===== src/rtl/mutex_pkg.sv =====
// mutex_pkg: shared state encoding and defaults for the mutex requester
package mutex_pkg;
  typedef enum logic [1:0] {
    IDLE = 2'b00,
    REQ  = 2'b01,
    HOLD = 2'b10,
    REL  = 2'b11
  } state_e;
  localparam int NUM_REQ_DEF = 5;
  localparam int SYNC_DEPTH = 2;
endpackage


===== src/rtl/mutex_req_chan.sv =====
// mutex_req_chan: one requester channel (grant synchronizer, 4-phase handshake FSM, hold/wait counters, arming)
module mutex_req_chan import mutex_pkg::*; #(
  parameter int HOLD_W = 8,
  parameter int SYNC_STAGES = SYNC_DEPTH,
  parameter int TIMEOUT = 255
) (
  input  logic              clk,
  input  logic              rst_n,
  input  logic              start,
  input  logic [HOLD_W-1:0] hold_len,
  input  logic              grant,
  output logic              req,
  output logic              busy,
  output logic              done,
  output logic              in_hold,
  output logic              spur,
  output logic              to_hit
);
  localparam int WAIT_W = $clog2(TIMEOUT + 1);
  state_e state_q, state_d;
  logic [HOLD_W-1:0] hold_q, hold_d;
  logic [WAIT_W-1:0] wait_q, wait_d;
  logic [SYNC_STAGES-1:0] sync_q, prime_q;
  logic armed_q, req_q, req_d, done_q, done_d, gs;
  assign gs = sync_q[SYNC_STAGES-1];
  always_comb begin
    state_d = state_q;
    hold_d = hold_q;
    wait_d = wait_q;
    req_d = req_q;
    done_d = 1'b0;
    unique case (state_q)
      IDLE: if (start) begin
        state_d = REQ;
        req_d = 1'b1;
        wait_d = '0;
        hold_d = (hold_len == '0) ? HOLD_W'(1) : hold_len;
      end
      REQ: begin
        wait_d = (wait_q == WAIT_W'(TIMEOUT)) ? wait_q : wait_q + WAIT_W'(1);
        state_d = gs ? HOLD : REQ;
      end
      HOLD: begin
        hold_d = hold_q - HOLD_W'(1);
        state_d = (hold_q == HOLD_W'(1)) ? REL : HOLD;
        req_d = (hold_q != HOLD_W'(1));
      end
      REL: begin
        state_d = gs ? REL : IDLE;
        done_d = ~gs;
      end
    endcase
  end
  // prime_q marks when gs reflects a real post-reset sample, so reset-cleared flops can't arm the channel
  always_ff @(posedge clk or negedge rst_n) begin
    if (!rst_n) begin
      state_q <= IDLE;
      hold_q <= '0;
      wait_q <= '0;
      req_q <= 1'b0;
      done_q <= 1'b0;
      sync_q <= '0;
      prime_q <= '0;
      armed_q <= 1'b0;
    end else begin
      state_q <= state_d;
      hold_q <= hold_d;
      wait_q <= wait_d;
      req_q <= req_d;
      done_q <= done_d;
      sync_q <= {sync_q[SYNC_STAGES-2:0], grant};
      prime_q <= {prime_q[SYNC_STAGES-2:0], 1'b1};
      armed_q <= armed_q | (prime_q[SYNC_STAGES-1] & ~gs);
    end
  end
  assign req = req_q;
  assign busy = (state_q != IDLE);
  assign done = done_q;
  assign in_hold = (state_q == HOLD);
  assign spur = (state_q == IDLE) && armed_q && gs;
  assign to_hit = (state_q == REQ) && (wait_q == WAIT_W'(TIMEOUT - 1));
endmodule


===== src/rtl/mutex_requester5.sv =====
// mutex_requester5: five-channel requester for a mutex arbiter with exclusion and timeout checking
module mutex_requester5 import mutex_pkg::*; #(
  parameter int NUM_REQ = NUM_REQ_DEF,
  parameter int HOLD_W = 8,
  parameter int SYNC_STAGES = SYNC_DEPTH,
  parameter int TIMEOUT = 255
) (
  input  logic                      clk,
  input  logic                      rst_n,
  input  logic [NUM_REQ-1:0]        start,
  input  logic [NUM_REQ*HOLD_W-1:0] hold_len,
  output logic [NUM_REQ-1:0]        req,
  input  logic [NUM_REQ-1:0]        grant,
  output logic [NUM_REQ-1:0]        busy,
  output logic [NUM_REQ-1:0]        done,
  output logic                      excl_err,
  output logic [NUM_REQ-1:0]        timeout_err
);
  logic [NUM_REQ-1:0] in_hold, spur, to_hit, timeout_q, timeout_d;
  logic excl_err_q, excl_err_d, overlap;
  for (genvar g = 0; g < NUM_REQ; g++) begin : g_chan
    mutex_req_chan #(
      .HOLD_W(HOLD_W),
      .SYNC_STAGES(SYNC_STAGES),
      .TIMEOUT(TIMEOUT)
    ) u_chan (
      .clk(clk),
      .rst_n(rst_n),
      .start(start[g]),
      .hold_len(hold_len[g*HOLD_W +: HOLD_W]),
      .grant(grant[g]),
      .req(req[g]),
      .busy(busy[g]),
      .done(done[g]),
      .in_hold(in_hold[g]),
      .spur(spur[g]),
      .to_hit(to_hit[g])
    );
  end
  // clearing the lowest set bit leaves something only if two or more channels hold
  assign overlap = |(in_hold & (in_hold - NUM_REQ'(1)));
  assign excl_err_d = excl_err_q | overlap | (|spur);
  assign timeout_d = timeout_q | to_hit;
  always_ff @(posedge clk or negedge rst_n) begin
    if (!rst_n) begin
      excl_err_q <= 1'b0;
      timeout_q <= '0;
    end else begin
      excl_err_q <= excl_err_d;
      timeout_q <= timeout_d;
    end
  end
  assign excl_err = excl_err_q;
  assign timeout_err = timeout_q;
endmodule


===== config.mk =====
export PLATFORM = sky130hd
export DESIGN_NAME = mutex_requester5
export DESIGN_NICKNAME = d
export VERILOG_FILES = /design/src/rtl/mutex_pkg.sv /design/src/rtl/mutex_req_chan.sv /design/src/rtl/mutex_requester5.sv
export SDC_FILE = /design/constraint.sdc
export NUM_CORES = 1
export LEC_CHECK = 0
export BUFFER_PORTS_ARGS = -buffer_cell sky130_fd_sc_hd__buf_2
export CORE_MARGIN = 5
export CORE_UTILIZATION = 61
export DETAILED_ROUTE_END_ITERATION = 7
export PLACE_DENSITY_LB_ADDON = 0.2
export SYNTH_ARGS = -nofsm -noshare
export SYNTH_HDL_FRONTEND = slang
export SYNTH_SLANG_ARGS = --single-unit

===== constraint.sdc =====
create_clock -name clk -period 6.1 [get_ports clk]
set_input_delay 1.22 -clock clk [delete_from_list [all_inputs] [get_ports clk]]
set_output_delay 1.22 -clock clk [all_outputs]
set_load 0.05 [all_outputs]

==> impl_results.md <==
* Setup ws final at 3.04 ns
* Hold_buf cts at 0
* Synth Warn # at 0
* Worst VDD drop at 0.000314 V
* Hold crit path type: reg -> reg
* Sequential-to-total area share from yosys stat at 46.3%
* Power Dens Cells at 495 mW/mm²
* Die W at 114 µm
* Full die area at 0.0131 mm²
* WL/cell at 16.7 µm
* Final hold viol count at 0
* Avg Synthesized Cell Area at 9.24 µm²
* Iter 0 DRT Violations at 617
* H-tree Lvls at 4
* CP endpoint kind: output port
* RSZ-0062 raised after global routing: no
* Slew @ Worst Pin at 1.27 ns
* Filler instances at 814
* Worst path cell trace: nor2_1, inv_1, buf_2
* CP peak stage delay at 0.74 ns
* Layout Nets at 841
* Top post-synthesis cells by area: dfrtp_1 (46%), nand2_1 (3.9%), ha_1 (3.8%)
* Distinct cells, synth at 64
* Final Non-Filler Cells at 922
* DP Worst Slack at 3.26 ns
* DRC viols at 0
* R2R depth at 4
* Syn Inst Count at 720
* Top post-synthesis cells by count: dfrtp_1 (123), nand2_1 (69), nor2_1 (57)
* First-pass GRT wire length at 26400 µm
* Gpl congestion at 0.881
* DRT Pass-1 Iters at 5
* Clock net sink count at 123
* Status: finished clean
* Die Ht at 114 µm
* Min-Delay Startpoint: g_chan[2].u_chan.sync_q[0]$_DFF_PN0_
* # setup viols final at 0
* Post-synth top area share at 46.3%
* Setup_tns at 0 ns
* Worst Setup Start Kind: flip-flop
* Post-synthesis sequential element count at 123
* Slew Limit Fails at 0
* FF-to-FF setup slack at 3.97 ns
* Top-count cell post-synth: dfrtp_1
* Number of synthesized flops with an enable pin at 0
* Final Skew at 0.00677 ns
* Clk_lat worst skew at 0.52 ns
* Layout area overhead at 15.3%
* Max Cap Viol at 0
* Slew HR at 15.3%
* Hold Path End: g_chan[2].u_chan.sync_q[1]$_DFF_PN0_
* Critical Path AT at 1.84 ns
* Post-Synthesis Cell Area at 0.00665 mm²
* CTS tree: done
* Post-route ant nets at 0
* WL final at 15400 µm
* Share of cells above drive strength 1 at 14.7%
* Initial antenna violation count at 0
* # rows at 38
* Max Clk Rate at 0.327 GHz
* Crit Reg-Reg Startpoint: g_chan[0].u_chan.state_q[0]$_DFFE_PN0P_
* Worst-path clk slew at 0.06 ns
* Worst r2r dst: g_chan[0].u_chan.wait_q[3]$_DFFE_PN0P_
* Vias per inst at 6.29
* Slowest cell on crit path: dfrtp_1
* CP top delay family: flip-flops
* Post-CTS Resized at 0
* IO Count at 73
* CTS root buf: clkbuf_8
* LEAKAGE at 3.32 nW
* Crit Path Category: reg -> out
* Largest net degree at the start of global routing at 78
* Initial Util at 61.9%
* Placed Instances at 890
* CTS Buffer Depth at 2
* Core Region at 0.0107 mm²
* Number of global-route vias before repair at 5585
* Crit path time final at 3.06 ns
* Number of diodes at 0
* GRT Total Usage at 24.9%
* Crit path buf inv count at 2
* Crit Path Max Fanout at 21
* Total power at 3.80 mW
* Total CTS buffers at 17
* Main synth FF type: dfrtp_1
* Vias at 5799
* PortBufs at 72
* Setup bufs post-CTS at 0
* Largest area contributor in the netlist: dfrtp_1
* Ys async rst share at 100%
* Crit share post-route at 50.2%
* Synth Net Count at 792
* GR Overflow Total at 0
* Req. time, crit path at 4.88 ns
* Post-DP HPWL at 10800 µm
* Hold-critical path depth at 0
==> cell families after synthesis <==
kind of cell,synth area share [%]
AND/OR/NAND/NOR,20.8
AO/OA/AOI/OAI,20.8
flip-flops,46.3
buffers and inverters,5.42
adder cells (fa/ha/maj),3.76
multiplexers,1.66
XOR/XNOR,1.18
other,0.0564
==> cell type report <==
cell class	count	area, µm²	share of cell area [%]
tap	140	175	2.28
inverter	38	143	1.86
timing repair buffer	73	370	4.83
sequential	123	3080	40.1
clock buffer	20	445	5.81
clock inverter	12	241	3.15
multi-input combinational	516	3210	41.9
==> power breakdown <==
group,switching [mW],internal [mW]
Clock,0.363,0.808
Sequential,0.395,1.05
Combinational,0.713,0.469
Total,1.47,2.32
==> worst max path at each step <==
stage | endpoint | startpoint | slack (ns) | cells past startpoint
6_report | busy[4] | flip-flop | 3.04 | 3
5_1_grt | busy[4] | flip-flop | 2.91 | 3
4_1_cts | busy[4] | flip-flop | 3.04 | 3
3_5_place_dp | g_chan[0].u_chan.wait_q[3]$_DFFE_PN0P_ | start[0] | 3.26 | 5
3_3_place_gp | g_chan[0].u_chan.wait_q[3]$_DFFE_PN0P_ | start[0] | 3.26 | 5
2_1_floorplan | g_chan[2].u_chan.hold_q[7]$_DFFE_PN0P_ | start[2] | 3.64 | 5
==> layer usage <==
layer / global-route usage, % / share of wire, % / vias up / wire, µm
met5: 0 / 0 / - / 0
met4: 6.97 / 1.3 / 0 / 199
met3: 6.18 / 6.1 / 21 / 943
met2: 40.9 / 49 / 208 / 7500
met1: 33.0 / 44 / 2803 / 6750
li1: - / - / 2767 / -
==> worst register-to-register path, delay by kind of cell (launching register included) <==
family          cells  cell delay (ns)
flops               1             0.54
compound gates      2             0.28
simple gates        2             1.17
==> flip-flops by register name, indices dropped and copies added, names as in the netlist, named ones only <==
name                   flops
g_chan.u_chan.state_q      5
timeout_err                5
g_chan.u_chan.wait_q      40
g_chan.u_chan.hold_q      40
g_chan.u_chan.sync_q      10
excl_err                   1
g_chan.u_chan.armed_q      5
g_chan.u_chan.req          5
g_chan.u_chan.done         5
g_chan.u_chan.prime_q      2
==> through the flow <==
stage	utilization, %	instance area, µm²	hold slack [ns]
after floorplan	-	6650	0.331
after global placement	65.0	6980	0.332
after detailed placement	65.0	6980	0.336
after CTS	71.4	7670	0.352
after global routing	71.4	7670	0.366
final	71.4	7670	0.353
==> placed cells by master (no fill, tap or decap), types with 5 or more instances in the layout <==
master     Yosys  layout
dfrtp_1      123     123
buf_2          0      71
nand2_1       69      69
nor2_1        57      57
a21oi_1       42      42
o21ai_0       39      39
inv_1         37      37
nand3_1       23      23
nor3_1        23      23
ha_1          20      20
clkbuf_16      0      16
nand4_1       13      13
o211ai_1      13      13
o22ai_1       13      13
or4_1         12      12
mux2i_1       11      11
nor4_1        11      11
a211oi_1       9       9
or3_1          9       9
nand2b_1       9       9
a31oi_1        9       9
nor2b_1        8       8
o22a_1         8       8
o311ai_0       8       8
xnor2_1        7       7
a21o_1         7       7
bufinv_16      0       7
o21bai_1       6       6
o31ai_1        5       5
and4_1         5       5
a41oi_1        5       5
and3_1         5       5
No activity file was read; power rests on OpenSTA's default activity.
